<file path="config.mk">
export PLATFORM = sky130hd
export DESIGN_NAME = uart_rx
export DESIGN_NICKNAME = d
export VERILOG_FILES = /design/src/rtl/uart_rx.sv
export SDC_FILE = /design/constraint.sdc
export NUM_CORES = 1
export LEC_CHECK = 0
export CORE_ASPECT_RATIO = 0.5
export CORE_MARGIN = 8
export CORE_UTILIZATION = 51
export CTS_CLUSTER_SIZE = 16
export DETAILED_ROUTE_END_ITERATION = 8
export GPL_ROUTABILITY_DRIVEN = 0
export GPL_TIMING_DRIVEN = 0
export PLACE_DENSITY = 0.74
export SLEW_MARGIN = 0
export SYNTH_ARGS = -nofsm -noshare
export SYNTH_HDL_FRONTEND = slang
export SYNTH_SLANG_ARGS = --single-unit
</file>
<file path="constraint.sdc">
create_clock -name i_clk -period 1.9 [get_ports i_clk]
set_input_delay 0.19 -clock i_clk [delete_from_list [all_inputs] [get_ports i_clk]]
set_output_delay 0.19 -clock i_clk [all_outputs]
set_load 0.01 [all_outputs]
</file>
<file path="src/rtl/uart_rx.sv">
// -----------------------------------------------------------------------------
// uart_rx
//
// Serial-to-parallel UART receiver. The frame format is 8 data bits, no parity
// and 1 stop bit, sent LSB first on an idle-high line. The line is brought into
// the i_clk domain through a two-flop synchroniser. A start bit is confirmed at
// its centre, and every later bit is sampled one full bit period after the
// previous sample, so each sample lands at a nominal bit centre.
//
// Parameters
//   CLKS_PER_BIT : i_clk cycles per serial bit (>= 4). The default of 838
//                  corresponds to 50 MHz / ~59.67 kbaud.
//
// Ports
//   i_clk       in   system clock; all state changes on the rising edge
//   i_rst       in   synchronous, active-high reset
//   i_rx_serial in   asynchronous serial line, idle = 1
//   o_done      out  one-cycle pulse; a valid frame was received and
//                    o_rx_byte was updated on the same edge
//   err         out  one-cycle pulse; framing error (stop bit sampled as 0)
//   o_rx_byte   out  last correctly received byte, held until the next
//                    valid frame
// -----------------------------------------------------------------------------
module uart_rx #(
    parameter int CLKS_PER_BIT = 838
) (
    input  logic       i_clk,
    input  logic       i_rst,
    input  logic       i_rx_serial,
    output logic       o_done,
    output logic       err,
    output logic [7:0] o_rx_byte
);

    // -------------------------------------------------------------------------
    // Constants
    // -------------------------------------------------------------------------
    localparam int CNT_W = $clog2(CLKS_PER_BIT);
    localparam int HALF  = CLKS_PER_BIT / 2;

    // Terminal counts for the half-bit start check and for full-bit periods.
    localparam logic [CNT_W-1:0] HALF_LAST = CNT_W'(HALF - 1);
    localparam logic [CNT_W-1:0] BIT_LAST  = CNT_W'(CLKS_PER_BIT - 1);

    typedef enum logic [2:0] {
        S_IDLE,
        S_START,
        S_DATA,
        S_STOP,
        S_BREAK
    } state_t;

    // -------------------------------------------------------------------------
    // Input synchroniser
    // -------------------------------------------------------------------------
    // Both stages reset to the idle level. A low line coming out of reset
    // therefore produces a clean high-to-low transition on rx_s two clocks
    // later. IDLE triggers on the level, not on an edge, so that low line is
    // still taken as a start bit.
    logic [1:0] sync_reg;
    logic       rx_s;

    always_ff @(posedge i_clk) begin
        if (i_rst) begin
            sync_reg <= 2'b11;
        end else begin
            sync_reg <= {sync_reg[0], i_rx_serial};
        end
    end

    assign rx_s = sync_reg[1];

    // -------------------------------------------------------------------------
    // State and datapath registers
    // -------------------------------------------------------------------------
    state_t           state_reg,   state_next;
    logic [CNT_W-1:0] cnt_reg,     cnt_next;
    logic [2:0]       bit_idx_reg, bit_idx_next;
    logic [7:0]       data_sr_reg, data_sr_next;
    logic [7:0]       rx_byte_reg, rx_byte_next;
    logic             done_reg,    done_next;
    logic             err_reg,     err_next;

    // Strobes from the FSM to the datapath.
    logic             sample_bit;   // capture rx_s into data_sr[bit_idx]
    logic             load_byte;    // publish data_sr on o_rx_byte

    // -------------------------------------------------------------------------
    // Next-state / output logic
    // -------------------------------------------------------------------------
    always_comb begin
        state_next   = state_reg;
        cnt_next     = cnt_reg;
        bit_idx_next = bit_idx_reg;
        sample_bit   = 1'b0;
        load_byte    = 1'b0;
        done_next    = 1'b0;
        err_next     = 1'b0;

        case (state_reg)
            S_IDLE: begin
                cnt_next     = '0;
                bit_idx_next = 3'd0;
                if (!rx_s) begin
                    state_next = S_START;
                end
            end

            S_START: begin
                // Look again half a bit later. A line that has returned high
                // by then was a glitch, not a start bit.
                if (cnt_reg == HALF_LAST) begin
                    cnt_next = '0;
                    if (!rx_s) begin
                        state_next   = S_DATA;
                        bit_idx_next = 3'd0;
                    end else begin
                        state_next   = S_IDLE;
                    end
                end else begin
                    cnt_next = cnt_reg + CNT_W'(1);
                end
            end

            S_DATA: begin
                if (cnt_reg == BIT_LAST) begin
                    cnt_next     = '0;
                    sample_bit   = 1'b1;
                    // This wraps from 7 back to 0, which is the value the next
                    // frame needs anyway.
                    bit_idx_next = bit_idx_reg + 3'd1;
                    if (bit_idx_reg == 3'd7) begin
                        state_next = S_STOP;
                    end
                end else begin
                    cnt_next = cnt_reg + CNT_W'(1);
                end
            end

            S_STOP: begin
                // The decision is taken at mid stop bit. The receiver is back
                // in IDLE about half a bit before the next start edge can
                // arrive, so frames with no idle gap are still accepted.
                if (cnt_reg == BIT_LAST) begin
                    cnt_next = '0;
                    if (rx_s) begin
                        done_next  = 1'b1;
                        load_byte  = 1'b1;
                        state_next = S_IDLE;
                    end else begin
                        err_next   = 1'b1;
                        state_next = S_BREAK;
                    end
                end else begin
                    cnt_next = cnt_reg + CNT_W'(1);
                end
            end

            S_BREAK: begin
                // Stay here while the line is held low (a break or a broken
                // link), so that a stuck-low line cannot produce a stream of
                // bogus frames.
                cnt_next = '0;
                if (rx_s) begin
                    state_next = S_IDLE;
                end
            end

            default: begin
                state_next   = S_IDLE;
                cnt_next     = '0;
                bit_idx_next = 3'd0;
            end
        endcase
    end

    // -------------------------------------------------------------------------
    // Shift register: one bit lane per data bit
    // -------------------------------------------------------------------------
    // Each lane updates only on the sample strobe for its own bit index.
    // Frames arrive LSB first, so bit k of the frame lands directly in lane k.
    genvar gi;
    generate
        for (gi = 0; gi < 8; gi++) begin : g_sr_lane
            assign data_sr_next[gi] =
                (sample_bit && (bit_idx_reg == 3'(gi))) ? rx_s : data_sr_reg[gi];
        end
    endgenerate

    // The byte register changes only when a frame ends with a good stop bit.
    // A framing error leaves the previously received value in place.
    assign rx_byte_next = load_byte ? data_sr_reg : rx_byte_reg;

    // -------------------------------------------------------------------------
    // Registers
    // -------------------------------------------------------------------------
    // A reset during a frame abandons it at once. No pulse is produced, and
    // because the synchroniser also reloads the idle level, a fresh start bit
    // is needed before another frame is received.
    always_ff @(posedge i_clk) begin
        if (i_rst) begin
            state_reg   <= S_IDLE;
            cnt_reg     <= '0;
            bit_idx_reg <= 3'd0;
            data_sr_reg <= 8'h00;
            rx_byte_reg <= 8'h00;
            done_reg    <= 1'b0;
            err_reg     <= 1'b0;
        end else begin
            state_reg   <= state_next;
            cnt_reg     <= cnt_next;
            bit_idx_reg <= bit_idx_next;
            data_sr_reg <= data_sr_next;
            rx_byte_reg <= rx_byte_next;
            done_reg    <= done_next;
            err_reg     <= err_next;
        end
    end

    // -------------------------------------------------------------------------
    // Outputs
    // -------------------------------------------------------------------------
    // done_next and err_next come from opposite branches of the STOP
    // decision, so the two pulses can never be high together.
    assign o_done    = done_reg;
    assign err       = err_reg;
    assign o_rx_byte = rx_byte_reg;

endmodule

</file>
==> results_tabular.tex <==
\begin{tabular}{lr}
\hline
Metric & Value \\
\hline
\multicolumn{2}{l}{\textbf{Outcome}} \\
Outcome & complete, but fails checks \\
Failing checks & setup timing \\
\multicolumn{2}{l}{\textbf{Timing}} \\
Worst setup skew after layout & 3.98 ps \\
Normalized max-slew margin & 60.1\% \\
Time the final worst path needs with I/O delays and setup & 1900 ps \\
Setup TNS Final & -3.03 ps \\
Final slew viol count & 0 \\
Slew at the pin closest to its max-slew limit & 594 ps \\
Final setup violating endpoints & 1 \\
Setup repair after global routing missed its margin & true \\
Final-report hold violation count & 0 \\
Least setup slack across all paths after layout & -3.03 ps \\
Final period utilization & 100\% \\
Worst Hold Slack & 418 ps \\
Fmax & 525 MHz \\
\multicolumn{2}{l}{\textbf{Clock tree}} \\
Maximum count of clock buffers along a single path & 2 \\
Num CTS Buffers & 5 \\
Clock transition at path regs & 70 ps \\
Clk sinks & 36 \\
Clock latency reported for the late side of the worst-skew pair & 300 ps \\
Number of H-tree levels & 2 \\
Cell at the root of the clock tree & sky130\_fd\_sc\_hd\_\_clkbuf\_8 \\
Clock tree from TritonCTS & done \\
\multicolumn{2}{l}{\textbf{Routing}} \\
WL per Instance & 13.7 um \\
Initial DRC Count & 41 \\
Met1 wire length & 1.63 mm \\
Highest metal layer with signal wires & met4 \\
Number of DRC violations after detailed routing & 0 \\
Metal2 WL & 1.54 mm \\
Drt total wl & 3.39 mm \\
Via count & 1324 \\
Post-route ant nets & 0 \\
Number of detailed-route iterations in the first pass & 6 \\
Detailed route wirelength on metal3 & 156 um \\
Post-DR vias/cell & 5.36 \\
\multicolumn{2}{l}{\textbf{Global routing}} \\
Remaining Overflow, GRT & 0 \\
Largest net degree at the start of global routing & 13 \\
Number of global-route vias before repair & 1200 \\
Wire length of the first global-routing pass & 5.72 mm \\
Initial antenna violation count & 0 \\
Total GRT Usage & 13.0\% \\
\multicolumn{2}{l}{\textbf{Yosys}} \\
Share of flip-flops with an asynchronous set or reset after synthesis & 0\% \\
Area share of the leading cell type in the synthesized netlist & 42.9\% \\
Netlist area before placement & 1680 um\^{}2 \\
Synthesized instance count & 181 \\
Synthesis-stage register bit count & 36 \\
Post-Synth Simple-Gate Area & 25.6\% \\
Compound-Gate Fraction of Synth Area & 5.58\% \\
Post-synthesis net count & 193 \\
Yosys Warn Count & 0 \\
Main combinational cell family by area after synthesis & simple AND/OR/NAND/NOR gates \\
Biggest area contributors in the synthesized netlist & sky130\_fd\_sc\_hd\_\_dfxtp\_1 (43\%), sky130\_fd\_sc\_hd\_\_mux2i\_1 (8.9\%), sky130\_fd\_sc\_hd\_\_ha\_1 (6.7\%) \\
Synth Area in Adders & 6.70\% \\
Post-synthesis sequential area ratio & 42.9\% \\
Share of synthesized area spent on multiplexers & 10.9\% \\
Mean area per synthesized cell & 9.28 um\^{}2 \\
Most used flip-flop cell after synthesis & sky130\_fd\_sc\_hd\_\_dfxtp\_1 \\
Xor-xnor portion of the synthesized cell area & 4.69\% \\
Synth unique cells & 35 \\
Number of enable-type register cells in the synthesized netlist & 0 \\
Cell type contributing the most total cell area after synthesis & sky130\_fd\_sc\_hd\_\_dfxtp\_1 \\
\multicolumn{2}{l}{\textbf{Setup path}} \\
Setup crit end kind & flop \\
Buf+Inv Stages, Crit Path & 0 \\
Slowest cell on the critical path & sky130\_fd\_sc\_hd\_\_or3\_1 \\
Worst-path maximum fanout & 4 \\
Worst setup slack for register-to-register paths & -3 ps \\
List of cells traversed by the critical path & and4bb\_2 -> a21oi\_2 -> or3\_1 -> a311o\_1 -> mux2\_4 \\
Sort of element at the start of the critical path & flop \\
Kind of cell adding the most delay to the critical path & simple AND/OR/NAND/NOR gates \\
WP data arrival & 2090 ps \\
Highest cell delay on the worst timing path & 370 ps \\
Required time of the worst setup path & 2090 ps \\
Kind of critical path & flop to flop \\
\multicolumn{2}{l}{\textbf{Layout}} \\
Most frequent standard cell in the layout excluding fill and tap cells & sky130\_fd\_sc\_hd\_\_dfxtp\_1 \\
Max reg flops & 10 \\
Area used by sequential logic in the layout & 734 um\^{}2 \\
Diodes inserted & 0 \\
Final net count & 218 \\
Layout overhead on the synthesized area & 25.5\% \\
Post-layout instance area & 2110 um\^{}2 \\
Total of fill cells in the finished design & 233 \\
Finished Core Util & 68.8\% \\
Highest-count cells in the layout ignoring fill and taps & sky130\_fd\_sc\_hd\_\_dfxtp\_1 (29), sky130\_fd\_sc\_hd\_\_nor2\_1 (27), sky130\_fd\_sc\_hd\_\_mux2i\_1 (15) \\
Area of combinational cells with multiple inputs & 956 um\^{}2 \\
Layout cell share with drive strength beyond 1 & 20.8\% \\
\multicolumn{2}{l}{\textbf{Pwr}} \\
Total power density per cell area & 797 nW/um\^{}2 \\
Total design power & 1.68 mW \\
Max IR drop VDD & 0.531 mV \\
Leakage Power & 0.806 nW \\
\multicolumn{2}{l}{\textbf{Place}} \\
Half-perimeter wire length after detailed placement & 2.18 mm \\
Count of input and output buffers & 12 \\
Post-DP Area & 1850 um\^{}2 \\
\multicolumn{2}{l}{\textbf{Floorplanning}} \\
Site row count & 14 \\
Chip height & 56.6 um \\
Die extent in x & 97.2 um \\
Core box area & 3070 um\^{}2 \\
I/O pin count & 13 \\
Initial cell density of the core & 54.8\% \\
Die Outline Area & 5500 um\^{}2 \\
\multicolumn{2}{l}{\textbf{Worst hold path}} \\
Hold crit path type & flop to flop \\
\multicolumn{2}{l}{\textbf{Run}} \\
Maxcap violations & 0 \\
\hline
\end{tabular}
## cell usage after synthesis (2+ instances only)
cell type / number
sky130_fd_sc_hd__nor4_1: 3
sky130_fd_sc_hd__buf_2: 3
sky130_fd_sc_hd__dfxtp_1: 36
sky130_fd_sc_hd__ha_1: 9
sky130_fd_sc_hd__inv_1: 6
sky130_fd_sc_hd__xnor2_1: 6
sky130_fd_sc_hd__clkbuf_1: 6
sky130_fd_sc_hd__mux2i_1: 15
sky130_fd_sc_hd__nor3_1: 6
sky130_fd_sc_hd__and3_1: 3
sky130_fd_sc_hd__and4_1: 2
sky130_fd_sc_hd__a21oi_1: 5
sky130_fd_sc_hd__and2_1: 2
sky130_fd_sc_hd__mux2_2: 3
sky130_fd_sc_hd__nor2b_1: 5
sky130_fd_sc_hd__xor2_1: 3
sky130_fd_sc_hd__or2_2: 2
sky130_fd_sc_hd__nand2_1: 11
sky130_fd_sc_hd__nand3_1: 11
sky130_fd_sc_hd__nor2_1: 27
sky130_fd_sc_hd__o31ai_1: 3
## routing by layer
metal	up-vias	GRT usage (%)
li1	665	-
met1	633	14.9
met2	19	20.6
met3	7	5.12
met4	0	6.51
met5	-	0
## timing repair
action	CTS	global route
setup buffers	5	2
pin swaps	5	3
hold buffers	0	0
setup endpoints to repair	25	24
gates resized for setup	22	7
## power by group
part / leakage [nW] / internal, mW / switching, mW
clock network: 0.0541 / 0.388 / 0.294
logic: 0.457 / 0.0955 / 0.123
registers: 0.295 / 0.770 / 0.00932
total: 0.806 / 1.25 / 0.426
## metrics by stage
stage / cells / worst slack [ps]
final: 247 / -3.03
after global routing: 247 / -61.6
after CTS: 246 / -37.3
after detailed placement: 233 / -58.4
after global placement: 233 / -38.2
after floorplan: 181 / 125
## cell families (layout without fill, tap and decap cells)
group / count (synthesis) / count (layout)
multiplexers: 18 / 18
adder cells (fa/ha/maj): 9 / 9
XOR/XNOR: 9 / 9
AND/OR/NAND/NOR: 81 / 81
AO/OA/AOI/OAI: 13 / 13
buffers and inverters: 15 / 41
flip-flops: 36 / 36
## worst paths after layout
| path | from | cells after the start | endpoint |
|---|---|---|---|
| min | sync_reg[0] | 1 | sync_reg[1] |
| max | cnt_reg[7] | 5 | state_reg[2] |
| max reg2reg | cnt_reg[7] | 5 | state_reg[2] |
| min reg2reg | sync_reg[0] | 1 | sync_reg[1] |
## final cells by class
cell class | count | share of cell area (%)
multi-input cells | 130 | 45.3
flip-flops and latches | 36 | 34.8
repair buffers | 19 | 8.78
clock buffers | 5 | 3.26
plain buffers | 8 | 2.37
well taps | 40 | 2.37
clock inverters | 3 | 2.02
inverters | 6 | 1.07
Note: power is estimated with default switching activity, not from simulation.
